==> src/rtl/mac_params.sv <==
// rtl/mac_params.sv - shared MAC datapath constants and TX arbiter state encoding
package mac_params;

  localparam int N_SYMBOLS            = 4;
  localparam int W_SYMBOL             = 8;
  localparam int MAC_TX_ARB_MAX_TRANS = 2304;

  typedef enum logic [2:0] {
    ST_IDLE  = 3'b001,
    ST_PASS  = 3'b010,
    ST_FLUSH = 3'b100
  } arb_state_e;

endpackage

==> src/rtl/mac_rr_arbiter.sv <==
// rtl/mac_rr_arbiter.sv - combinational round-robin picker, searching from last_grant+1 with wrap
module mac_rr_arbiter #(
  parameter int N = 4,
  parameter int W = $clog2(N)
) (
  input  logic [N-1:0] req,
  input  logic [W-1:0] last_grant,
  output logic         grant_valid,
  output logic [W-1:0] grant_id
);

  logic [W-1:0] idx;

  // Walk from the farthest candidate to the nearest so the nearest requester wins.
  always_comb begin
    grant_valid = 1'b0;
    grant_id    = '0;
    idx         = '0;
    for (int i = N; i >= 1; i--) begin
      idx = W'((int'(last_grant) + i) % N);
      if (req[idx]) begin
        grant_valid = 1'b1;
        grant_id    = idx;
      end
    end
  end

endmodule

==> src/rtl/mac_tx_arb.sv <==
// rtl/mac_tx_arb.sv - frame-granular round-robin arbiter sharing the MAC TX stream among N_SRC sources
module mac_tx_arb #(
  parameter int N_SRC     = 4,
  parameter int N_SYMBOLS = mac_params::N_SYMBOLS,
  parameter int W_SYMBOL  = mac_params::W_SYMBOL,
  parameter int MAX_TRANS = mac_params::MAC_TX_ARB_MAX_TRANS
) (
  input  logic                                i_clk,
  input  logic                                i_reset,
  input  logic                                i_clk_en,
  input  logic [N_SRC-1:0]                    i_src_enable,
  input  logic [N_SRC-1:0]                    s_axis_tvalid,
  output logic [N_SRC-1:0]                    s_axis_tready,
  input  logic [N_SRC*N_SYMBOLS*W_SYMBOL-1:0] s_axis_tdata,
  input  logic [N_SRC*N_SYMBOLS-1:0]          s_axis_tkeep,
  input  logic [N_SRC-1:0]                    s_axis_tlast,
  input  logic [N_SRC-1:0]                    s_axis_tuser,
  output logic                                m_axis_tvalid,
  input  logic                                m_axis_tready,
  output logic [N_SYMBOLS*W_SYMBOL-1:0]       m_axis_tdata,
  output logic [N_SYMBOLS-1:0]                m_axis_tkeep,
  output logic                                m_axis_tlast,
  output logic                                m_axis_tuser,
  output logic [$clog2(N_SRC)-1:0]            o_grant_id,
  output logic                                o_busy,
  output logic                                o_timeout
);

  import mac_params::arb_state_e;
  import mac_params::ST_IDLE;
  import mac_params::ST_PASS;
  import mac_params::ST_FLUSH;

  localparam int GW = $clog2(N_SRC);
  localparam int DW = N_SYMBOLS * W_SYMBOL;
  localparam int KW = N_SYMBOLS;
  localparam int CW = $clog2(MAX_TRANS + 1);
  localparam logic [CW-1:0] CNT_MAX   = CW'(MAX_TRANS);
  localparam logic [CW-1:0] LAST_BEAT = CW'(MAX_TRANS - 1);

  arb_state_e    state, state_n;
  logic [GW-1:0] grant, grant_n;
  logic [GW-1:0] last_grant, last_grant_n;
  logic [CW-1:0] beat_cnt, beat_cnt_n;
  logic          arb_valid;
  logic [GW-1:0] arb_id;
  logic          trunc;

  mac_rr_arbiter #(.N(N_SRC), .W(GW)) u_rr (
    .req         (s_axis_tvalid & i_src_enable),
    .last_grant  (last_grant),
    .grant_valid (arb_valid),
    .grant_id    (arb_id)
  );

  always_ff @(posedge i_clk) begin
    if (i_reset) begin
      state      <= ST_IDLE;
      grant      <= '0;
      last_grant <= GW'(N_SRC - 1);
      beat_cnt   <= '0;
    end else if (i_clk_en) begin
      state      <= state_n;
      grant      <= grant_n;
      last_grant <= last_grant_n;
      beat_cnt   <= beat_cnt_n;
    end
  end

  always_comb begin
    state_n       = state;
    grant_n       = grant;
    last_grant_n  = last_grant;
    beat_cnt_n    = beat_cnt;
    s_axis_tready = '0;
    m_axis_tvalid = 1'b0;
    m_axis_tdata  = '0;
    m_axis_tkeep  = '0;
    for (int i = 0; i < N_SRC; i++) begin
      if (GW'(i) == grant) begin
        m_axis_tdata = s_axis_tdata[i*DW +: DW];
        m_axis_tkeep = s_axis_tkeep[i*KW +: KW];
      end
    end
    m_axis_tlast  = s_axis_tlast[grant];
    m_axis_tuser  = s_axis_tuser[grant];
    o_timeout     = 1'b0;
    // A source tlast on the final allowed beat is a normal end, not a truncation.
    trunc         = (beat_cnt == LAST_BEAT) && !s_axis_tlast[grant];

    unique case (state)
      ST_IDLE: begin
        if (i_clk_en && arb_valid) begin
          grant_n      = arb_id;
          last_grant_n = arb_id;
          beat_cnt_n   = '0;
          state_n      = ST_PASS;
        end
      end
      ST_PASS: begin
        m_axis_tvalid        = s_axis_tvalid[grant] & i_clk_en;
        s_axis_tready[grant] = m_axis_tready & i_clk_en;
        // Held while the beat waits so the truncated beat stays stable on the bus.
        if (trunc) begin
          m_axis_tlast = 1'b1;
          m_axis_tuser = 1'b0;
        end
        if (m_axis_tvalid && m_axis_tready) begin
          if (beat_cnt != CNT_MAX) beat_cnt_n = beat_cnt + 1'b1;
          if (s_axis_tlast[grant]) begin
            state_n = ST_IDLE;
          end else if (trunc) begin
            o_timeout = 1'b1;
            state_n   = ST_FLUSH;
          end
        end
      end
      ST_FLUSH: begin
        s_axis_tready[grant] = i_clk_en;
        if (i_clk_en && s_axis_tvalid[grant] && s_axis_tlast[grant]) state_n = ST_IDLE;
      end
      default: state_n = ST_IDLE;
    endcase
  end

  assign o_grant_id = grant;
  assign o_busy     = (state != ST_IDLE);

endmodule

==> config.mk <==
export PLATFORM = sky130hd
export DESIGN_NAME = mac_tx_arb
export DESIGN_NICKNAME = d
export VERILOG_FILES = /design/src/rtl/mac_params.sv /design/src/rtl/mac_rr_arbiter.sv /design/src/rtl/mac_tx_arb.sv
export SDC_FILE = /design/constraint.sdc
export NUM_CORES = 1
export LEC_CHECK = 0
export BUFFER_PORTS_ARGS = -buffer_cell sky130_fd_sc_hd__buf_4
export CORE_AREA = 2 2 82 84
export CTS_CLUSTER_SIZE = 8
export DETAILED_ROUTE_END_ITERATION = 12
export DIE_AREA = 0 0 84 86
export PLACE_DENSITY = 0.77
export SLEW_MARGIN = 40
export SYNTH_ARGS = -nofsm -noshare
export SYNTH_HDL_FRONTEND = slang
export SYNTH_SLANG_ARGS = --single-unit
==> constraint.sdc <==
create_clock -name i_clk -period 4.55 [get_ports i_clk]
set_clock_uncertainty 0.05 [all_clocks]
set_input_delay 0.91 -clock i_clk [delete_from_list [all_inputs] [get_ports i_clk]]
set_output_delay 0.91 -clock i_clk [all_outputs]
set_load 0.01 [all_outputs]
==> impl_metrics.py, run 1 <==
metrics = {
    "cells_and_area": {
        "stdcell_count": 480,
        "drive_gt1_share_pct": 66.50,
        "final_core_util_pct": 61.01,
        "nets": 570,
        "final_common_cell": "buf_4",
        "fill_cells": 534,
        "stdcell_area_um2": 3830,
        "areaGrowthSynthToFinish_pct": 74.71,
        "antenna_cells": 0,
        "final_cell_mix": "buf_4, mux4_2, a21oi_1, dfxtp_1, nand2_1",
    },
    "timing": {
        "max_freq_mhz": 307.8,
        "hold_viol_final": 0,
        "fin_crit_ns": 3.249,
        "whs_ns": 0.4489,
        "relSlewSlack_pct": 54.40,
        "maxSlewViolCount": 0,
        "setup_violations": 0,
        "setup_tns_ns": 0,
        "worstMarginPinSlew_ns": 0.6840,
        "post-route-period-util_pct": 71.41,
        "worst_slack_ns": 1.301,
        "rsz0062_at_grt": "no",
    },
    "global_routing": {
        "grt_pass1_vias": 2667,
        "antenna_found_initial": 0,
        "grt_max_degree": 24,
        "grt_first_pass_wirelength_um": 14170,
        "overflow": 0,
        "grt.total_usage_pct": 25.88,
    },
    "synthesis": {
        "syn_area_um2": 2192,
        "yosysSeqAreaShare_pct": 17.35,
        "synth_top_area_share_pct": 40.07,
        "syn_nets": 368,
        "ys_top_cells_by_area": "mux4_2, dfxtp_1, a21oi_1",
        "synth_edf_count": 0,
        "ys_ff_latch": 19,
        "synthCells": 202,
        "async_flop_share_pct": 0,
        "yosys.cell_types.count": 52,
        "syn_avg_cell_area_um2": 10.85,
        "synth_top_area_cell": "mux4_2",
        "yosysWarnings": 0,
        "synth-main-ff-cell": "dfxtp_1",
    },
    "power": {
        "p_per_area_nw_per_um2": 179.7,
        "leakage_nw": 1.651,
        "ir_worst_vdd_mv": 0.1248,
        "finalPower_mw": 0.6884,
    },
    "floorplan": {
        "dieArea_um2": 7224,
        "io_pins": 211,
        "fp-row-count": 29,
        "initial_core_util_pct": 34.92,
        "fp.dieW_um": 84,
        "core_area_um2": 6277,
        "die_y_um": 86,
    },
    "placement": {
        "gp_congestion": 0.8745,
        "dp_hpwl_um": 8528,
        "dpl_worst_slack_ns": 1.537,
        "port_buffers": 210,
        "place_inst": 476,
        "place_area_um2": 3785,
    },
    "clock_network": {
        "cts_setup_buffers": 0,
        "clock_path_buffers": 2,
        "path_clk_slew_ns": 0.08,
        "cts.sinks": 19,
        "htree_num_levels": 1,
        "root_buffer": "clkbuf_8",
        "clkLatencyLatePin_ns": 0.27,
        "numCtsBuffers": 3,
        "post_cts_resized": 0,
        "cts_tree": "done",
        "cts_hold_buf": 0,
    },
    "setup_path": {
        "worstPathCellList": "buf_4, mux4_2, buf_4",
        "endpoint_kind": "primary output",
        "cp_data_arrival_time_ns": 2.29,
        "critPathRequiredTime_ns": 3.59,
        "crit_family": "flip-flops",
        "reg2regPathDepth": 4,
        "cp_num_buf_inv": 2,
        "path_class": "reg -> out",
        "worst_path_max_delay_cell": "dfxtp_2",
        "cp_max_fo": 23,
        "cp-start-kind": "register",
        "cp_common_cell": "buf_4",
        "slowest_delay_ns": 0.78,
        "cp.depth": 3,
    },
    "routing": {
        "drt_iter0_markers": 171,
        "drtPass1Iterations": 4,
        "drt_wl_total_um": 9870,
        "drcViolationCount": 0,
        "ant_nets": 0,
        "vias_per_cell": 5.658,
        "wl_per_cell_um": 20.56,
        "via_count": 2716,
    },
    "hold_path": {
        "hold_depth": 2,
        "hp-class": "reg -> reg",
    },
    "flow_run": {
        "max_cap_violations": 0,
    },
    "status": {
        "status": "finished, final reports clean",
    },
}
## layer usage
metal / share of wire [%] / GRT usage [%]
met1: 35 / 30.32
met2: 52 / 46.11
met3: 11 / 7.700
met4: 1.9 / 7.478
met5: 0 / 0
## synthesized netlist by cell type (2+ instances only)
library cell / n
a21oi_1: 17
a22o_1: 2
and3_1: 3
buf_2: 3
buf_4: 2
buf_6: 4
clkbuf_1: 6
dfxtp_1: 19
ha_1: 2
inv_1: 4
mux4_2: 39
nand2_1: 16
nand2b_1: 3
nand3_1: 10
nand4_1: 4
nor2_1: 7
nor2b_1: 3
nor3_1: 2
nor3b_1: 2
nor4_1: 2
nor4b_1: 2
o211ai_1: 4
o21ai_0: 2
o21ai_1: 3
o31ai_1: 6
or4_1: 9
## power breakdown
| part | internal [mW] | switching, mW | total [mW] |
|---|---|---|---|
| Combinational | 0.224 | 0.145 | 0.369 |
| Sequential | 0.174 | 0.0194 | 0.194 |
| Clock | 0.0625 | 0.0630 | 0.126 |
| Total | 0.461 | 0.228 | 0.688 |
## cell type report
class / instances / area, um^2 / share of cell area, %
well taps: 77 / 96.34 / 2.516
flip-flops and latches: 19 / 382.9 / 9.997
repair buffers: 212 / 1592 / 41.56
inverters: 5 / 18.77 / 0.4900
clock buffers: 4 / 45.04 / 1.176
multi-input cells: 163 / 1695 / 44.27
## cells by family (layout without fill, tap and decap cells)
| kind of cell | after synthesis | count (layout) | synth area share (%) |
|---|---|---|---|
| AOI/OAI and AO/OA | 44 | 44 | 14.10 |
| adders and majority gates | 2 | 2 | 1.141 |
| buffers and inverters | 20 | 221 | 5.307 |
| DFF | 19 | 19 | 17.35 |
| muxes | 39 | 39 | 40.07 |
| and+or+nand+nor | 78 | 78 | 22.03 |
## worst register-to-register path, delay by kind of cell, from the launching register on
family / cells / cell delay [ns]
AOI/OAI and AO/OA: 3 / 0.76
DFF: 1 / 0.78
muxes: 1 / 0.68
## registers in the layout (all words and copies together) (netlist names)
| register | cells |
|---|---|
| beat_cnt | 12 |
| state | 3 |
| last_grant | 2 |
| o_grant_id | 2 |
## path summary, 6_finish.rpt
check                 from         endpoint  slack (ns)
min           beat_cnt[10]     beat_cnt[10]        0.45
max          o_grant_id[0]  m_axis_tdata[7]        1.30
min reg2reg   beat_cnt[10]     beat_cnt[10]        0.45
max reg2reg  o_grant_id[0]         state[1]        2.22
Power figures use the tool's default switching activity.
==> run 2: changes to the inputs <==
Settings changed: ABC_AREA set to 1, CORE_AREA 2 2 82 84 to unset, CORE_MARGIN set to 2, CORE_UTILIZATION set to 35, DIE_AREA 0 0 84 86 to unset, PLACE_DENSITY 0.77 to 0.78.
Clock period 4.55 ns to 2.7 ns, I/O delays scaled along.
==> run 2 against run 1 <==
  * Sequential power increased by 81%
  * Critical path depth increased by 2
  * Sequential share of layout area down 0.68 points
  * Via count up 42%
  * Core utilization fell by 0.42 points
  * First-iteration DRC count fell by 14%
  * Cell area is 6.9% higher
  * Global-route usage is 0.79 points higher
  * Power increased by 140%
  * Register-to-register slack worse by 1.6 ns
  * Hold slack got worse by 0.0033 ns
  * Critical endpoint is now s_axis_tready[2]
  * Largest cell class unchanged
==> impl_metrics.py, run 2 <==
metrics = {
    "status": {
        "status": "finished, final reports clean",
    },
    "synthesis": {
        "yosys.cell_types.count": 31,
        "synth_top_family_by_area": "simple AND/OR/NAND/NOR gates",
        "synth_adder_area_share_pct": 1.035,
        "synth.mux.area_fraction_pct": 0,
        "synth-main-ff-cell": "dfxtp_1",
        "synthSimpleGateAreaFrac_pct": 57.56,
        "synthCells": 449,
        "ys_ff_latch": 19,
        "syn_area_um2": 2417,
        "yosysWarnings": 0,
        "syn_avg_cell_area_um2": 5.384,
        "synth-xor-area-share_pct": 2.899,
        "synth_top_area_share_pct": 26.71,
        "synth_common_cells": "nand2_1, nand3_1, nor2_1",
        "ys_top_cells_by_area": "nand2_1, dfxtp_1, nand3_1",
        "syn_nets": 615,
        "yosysSeqAreaShare_pct": 15.73,
        "async_flop_share_pct": 0,
        "synth_edf_count": 0,
        "synth_compound_area_share_pct": 14.75,
        "synth.most_common_cell": "nand2_1",
        "synth_top_area_cell": "nand2_1",
    },
    "cells_and_area": {
        "fill_cells": 688,
        "drive_gt1_share_pct": 36.59,
        "nets": 812,
        "final_cell_mix": "buf_4, nand2_1, nand3_1",
        "seqCellArea_um2": 381.6,
        "antenna_cells": 0,
        "multi_input_area_um2": 1846,
        "stdcell_count": 725,
        "final_core_util_pct": 60.59,
        "final_common_cell": "buf_4",
        "largest_register_ffs": 12,
        "top_register": "beat_cnt",
        "largestRegisters": "beat_cnt x12, state x3",
        "areaGrowthSynthToFinish_pct": 69.36,
    },
    "hold_path": {
        "hold_depth": 2,
        "hold_start": "beat_cnt[11]",
        "min_to": "beat_cnt[11]",
        "hp-class": "reg -> reg",
    },
    "clock_network": {
        "root_buffer": "clkbuf_8",
        "cts_setup_buffers": 0,
        "htree_num_levels": 1,
        "clkLatencyLatePin_ns": 0.26,
        "cts_hold_buf": 0,
        "cts_tree": "done",
        "cts.sinks": 19,
        "path_clk_slew_ns": 0.07,
        "clock_path_buffers": 2,
        "post_cts_resized": 0,
        "numCtsBuffers": 3,
    },
    "routing": {
        "via_count": 3866,
        "ant_nets": 0,
        "drcViolationCount": 0,
        "vias_per_cell": 5.332,
        "drt_iter0_markers": 147,
        "drtPass1Iterations": 5,
        "drt_wl_total_um": 11060,
        "wl_per_cell_um": 15.26,
    },
    "global_routing": {
        "overflow": 0,
        "grt_first_pass_wirelength_um": 16280,
        "grt_max_degree": 38,
        "antenna_found_initial": 0,
        "grt_pass1_vias": 3425,
        "grt.total_usage_pct": 26.66,
    },
    "setup_path": {
        "cp-start-kind": "register",
        "worstPathCellList": "inv_1, nor3_1, o21ai_0, nor4_1, buf_4",
        "ff2ff_setup_slack_ns": 0.65,
        "reg2regPathDepth": 11,
        "worst_path_max_delay_cell": "dfxtp_1",
        "slowest_delay_ns": 0.40,
        "path_class": "reg -> out",
        "endpoint_kind": "primary output",
        "r2r_end": "beat_cnt[1]",
        "cp_data_arrival_time_ns": 1.88,
        "critPathRequiredTime_ns": 2.11,
        "cp_max_fo": 4,
        "r2r_start": "o_grant_id[0]",
    },
    "timing": {
        "hold_viol_final": 0,
        "worst_slack_ns": 0.2350,
        "worstMarginPinSlew_ns": 0.6103,
        "maxSlewViolCount": 0,
        "setup_violations": 0,
        "relSlewSlack_pct": 59.26,
        "max_freq_mhz": 405.7,
        "setup_tns_ns": 0,
        "fin_crit_ns": 2.465,
        "rsz0062_at_grt": "no",
        "post-route-period-util_pct": 91.30,
    },
    "floorplan": {
        "initial_core_util_pct": 35.78,
        "io_pins": 211,
        "fp-row-count": 30,
        "core_area_um2": 6756,
        "fp.dieW_um": 87.11,
        "die_y_um": 87.11,
        "dieArea_um2": 7587,
    },
    "placement": {
        "dpl_worst_slack_ns": 0.5508,
        "dp_hpwl_um": 8958,
        "place_inst": 721,
        "gp_congestion": 0.9494,
        "port_buffers": 210,
    },
    "power": {
        "p_per_area_nw_per_um2": 400.2,
        "finalPower_mw": 1.638,
        "leakage_nw": 1.968,
        "ir_worst_vdd_mv": 0.2459,
    },
    "flow_run": {
        "max_cap_violations": 0,
    },
}
## run 2: cell types whose count changed in the layout (fill, tap and decap cells not counted), sizes merged, moves of 9 or more
| cell | delta |
|---|---|
| a221oi | +14 |
| a21oi | +16 |
| or4 | -9 |
| nand3 | +40 |
| nor2 | +41 |
| nand4 | +22 |
| inv | +16 |
| mux4 | -39 |
| nand2 | +157 |
## run 2: cell type report
cell class                 instances  area share [%]
multi-input combinational        384           45.08
clock inverter                     1          0.1222
tap                               80           2.445
sequential                        19           9.322
timing repair buffer             217           40.10
clock buffer                       3           1.009
inverter                          21           1.925
## run 2: how the worst max path moves through the flow
stage / from / to / slack, ns / depth (start not counted)
3_5_place_dp: state[2] / s_axis_tready[2] / 0.55 / 5
6_report: state[2] / s_axis_tready[2] / 0.23 / 5
4_1_cts: state[2] / s_axis_tready[2] / 0.24 / 5
5_1_grt: state[2] / s_axis_tready[2] / 0.05 / 5
3_3_place_gp: s_axis_tvalid[1] / beat_cnt[1] / 0.59 / 11
2_1_floorplan: o_grant_id[0] / m_axis_tdata[13] / 0.67 / 6
## run 2: metrics by stage
stage / area, um^2 / hold slack [ns]
6_report: 4094 / 0.4456
4_1_cts: 4094 / 0.4446
3_5_place_dp: 4048 / 0.4329
3_3_place_gp: 4048 / 0.4301
2_1_floorplan: 2417 / 0.4079
5_1_grt: 4094 / 0.4830
## run 2: worst max-delay path: cells and delay by family, from the launching register on
family                 cells  cell delay [ns]
buffers and inverters      2             0.28
AND/OR/NAND/NOR            2             0.69
AO/OA/AOI/OAI              1             0.24
flip-flops                 1             0.40
## run 2: cells by family (layout without fill, tap and decap cells)
family / Yosys count / count (layout)
XOR/XNOR: 8 / 8
flip-flops: 19 / 19
adder cells (fa/ha/maj): 2 / 2
AND/OR/NAND/NOR: 316 / 316
AO/OA/AOI/OAI: 58 / 58
buffers and inverters: 46 / 242
## run 2: report_power, final
part / switching, mW / total (mW) / leakage [nW] / internal (mW)
Clock: 0.104 / 0.207 / 0.0255 / 0.103
Combinational: 0.570 / 1.08 / 1.79 / 0.510
Sequential: 0.0445 / 0.352 / 0.155 / 0.308
Total: 0.718 / 1.64 / 1.97 / 0.921
## run 2: metal layers
metal  track usage (%)  vias up  part of all wire (%)
li1                  -     1913                     -
met1             33.12     1739                    40
met2             44.34      191                    47
met3             9.289       23                    11
met4             6.154        0                   2.3
met5                 0        -                     0
==> run 3: changes to the inputs <==
Settings changed: BUFFER_PORTS_ARGS -buffer_cell sky130_fd_sc_hd__buf_4 to unset, CORE_AREA set to 2 2 82 84, CORE_MARGIN 2 to unset, CORE_UTILIZATION 35 to unset, DIE_AREA set to 0 0 84 86, DONT_BUFFER_PORTS set to 1, GPL_TIMING_DRIVEN set to 0, PLACE_DENSITY 0.78 to unset.
==> run 3 against run 2 <==
  * Maximum frequency decreased by 6.0%
  * Sequential cell count unchanged
  * Cell area is 35% lower
  * First-iteration DRC count up 24%
  * Register-to-register slack better by 0.06 ns
  * Critical path type unchanged
  * Largest cell class unchanged
  * Largest power group unchanged
==> impl_metrics.py, run 3 (same netlist as run 2, synthesis figures left out) <==
metrics = {
    "cells_and_area": {
        "final_cell_mix": "nand2_1, nand3_1, nor2_1",
        "final_core_util_pct": 42.08,
        "stdcell_count": 539,
        "multi_input_area_um2": 1877,
        "largestRegisters": "beat_cnt x12, state x3",
        "seqCellArea_um2": 380.4,
        "drive_gt1_share_pct": 8.772,
        "largest_register_ffs": 12,
        "top_register": "beat_cnt",
        "fill_cells": 743,
        "areaGrowthSynthToFinish_pct": 9.265,
        "nets": 623,
        "final_common_cell": "nand2_1",
    },
    "floorplan": {
        "fp-row-count": 29,
        "die_y_um": 86,
        "dieArea_um2": 7224,
        "io_pins": 211,
        "initial_core_util_pct": 38.51,
        "fp.dieW_um": 84,
        "core_area_um2": 6277,
    },
    "setup_path": {
        "endpoint_kind": "primary output",
        "ff2ff_setup_slack_ns": 0.71,
        "cp_max_fo": 10,
        "path_class": "reg -> out",
        "cp_data_arrival_time_ns": 2.03,
        "critPathRequiredTime_ns": 2.11,
        "cp-start-kind": "register",
    },
    "timing": {
        "post-route-period-util_pct": 97.08,
        "setup_tns_ns": 0,
        "worstMarginPinSlew_ns": 0.5343,
        "maxSlewViolCount": 0,
        "rsz0062_at_grt": "yes",
        "fin_crit_ns": 2.621,
        "max_freq_mhz": 381.5,
        "relSlewSlack_pct": 64.34,
        "setup_violations": 0,
        "whs_ns": 0.2839,
        "hold_viol_final": 0,
    },
    "routing": {
        "drtPass1Iterations": 5,
        "drt_wl_total_um": 10370,
        "highest_layer": "met5",
        "ant_nets": 0,
        "via_count": 3223,
        "wl_met3_um": 1491,
        "wl_per_cell_um": 19.24,
        "route.met2.wl_um": 4526,
        "drt_iter0_markers": 182,
        "drcViolationCount": 0,
        "vias_per_cell": 5.980,
        "wl_met1_um": 4173,
    },
    "hold_path": {
        "hp-class": "in -> reg",
    },
    "global_routing": {
        "grt.total_usage_pct": 26.23,
        "grt_pass1_vias": 2829,
        "grt_first_pass_wirelength_um": 14920,
        "overflow": 0,
        "grt_max_degree": 11,
        "antenna_found_initial": 8,
    },
    "placement": {
        "gp_congestion": 0.9501,
        "port_buffers": 0,
        "place_inst": 526,
        "dp_hpwl_um": 8618,
    },
    "clock_network": {
        "cts_tree": "done",
        "htree_num_levels": 1,
        "cts.sinks": 19,
        "numCtsBuffers": 3,
        "path_clk_slew_ns": 0.08,
        "clkLatencyLatePin_ns": 0.26,
        "clock_path_buffers": 2,
        "root_buffer": "clkbuf_8",
    },
    "status": {
        "status": "finished, final reports clean",
    },
    "flow_run": {
        "max_cap_violations": 0,
    },
    "power": {
        "p_per_area_nw_per_um2": 502.8,
        "power.share.combinational_pct": 58.8,
        "p_clk_share_pct": 15.8,
        "leakage_nw": 1.003,
        "p_sw_mw": 0.6758,
        "internal_power_mw": 0.6523,
        "switching_share_pct": 50.88,
        "ir_worst_vdd_mv": 0.2375,
        "power_frac_seq_pct": 25.4,
    },
}
==> run 3: cell types whose count changed in the layout (fill, tap and decap cells not counted), sizes merged <==
| cell | change |
|---|---|
| buf | -206 |
| clkbuf | +18 |
| diode | +6 |
| clkinv | -1 |
==> run 3: final timing paths <==
check,from,endpoint,depth (start not counted)
max,o_grant_id[0],m_axis_tdata[9],5
min,i_reset,beat_cnt[11],1
max reg2reg,o_grant_id[0],beat_cnt[3],11
min reg2reg,beat_cnt[11],beat_cnt[11],2
==> run 3: final cells by class <==
cell class | instances | area share (%)
buffer | 25 | 4.690
tap | 77 | 3.648
antenna | 6 | 0.5685
multi-input combinational | 384 | 71.06
clock buffer | 4 | 1.705
timing repair buffer | 3 | 0.8527
sequential | 19 | 14.40
inverter | 21 | 3.079
==> run 3: routing by layer <==
metal / global-route usage (%) / up-vias
met5: 0 / -
met4: 4.106 / 4
met3: 14.53 / 22
met2: 41.02 / 179
met1: 32.41 / 1479
li1: - / 1539
==> run 3: repair_timing <==
| action | CTS | global route |
|---|---|---|
| gates resized for setup | 3 | 15 |
| pin swaps | 0 | 1 |
| setup endpoints to repair | 35 | 30 |
| hold buffers | 0 | 0 |
| buffers inserted | 0 | 3 |
==> run 3: critical path, cell delays in order (launching register included) <==
cell,delay (ns)
dfxtp_1,0.38
buf_4,0.22
nor2_2,0.43
clkbuf_1,0.42
nand2_1,0.10
nand4_1,0.22
==> run 3: through the flow <==
step / area, um^2 / setup slack (ns) / power, mW
after global routing: 2629 / -0.02887 / 1.423
after global placement: 2514 / 0.1653 / 1.086
after floorplan: 2417 / 0.6723 / 0.9282
final: 2641 / 0.07882 / 1.328
after detailed placement: 2514 / 0.1582 / 1.094
after CTS: 2567 / 0.02736 / 1.302
==> run 3: power by group through the flow <==
stage	clock [mW]	combinational, mW	sequential [mW]
6_report	0.210	0.782	0.337
2_1_floorplan	0	0.592	0.336
5_1_grt	0.224	0.858	0.341
3_3_place_gp	0	0.743	0.343
3_5_place_dp	0	0.751	0.343
4_1_cts	0.210	0.755	0.337
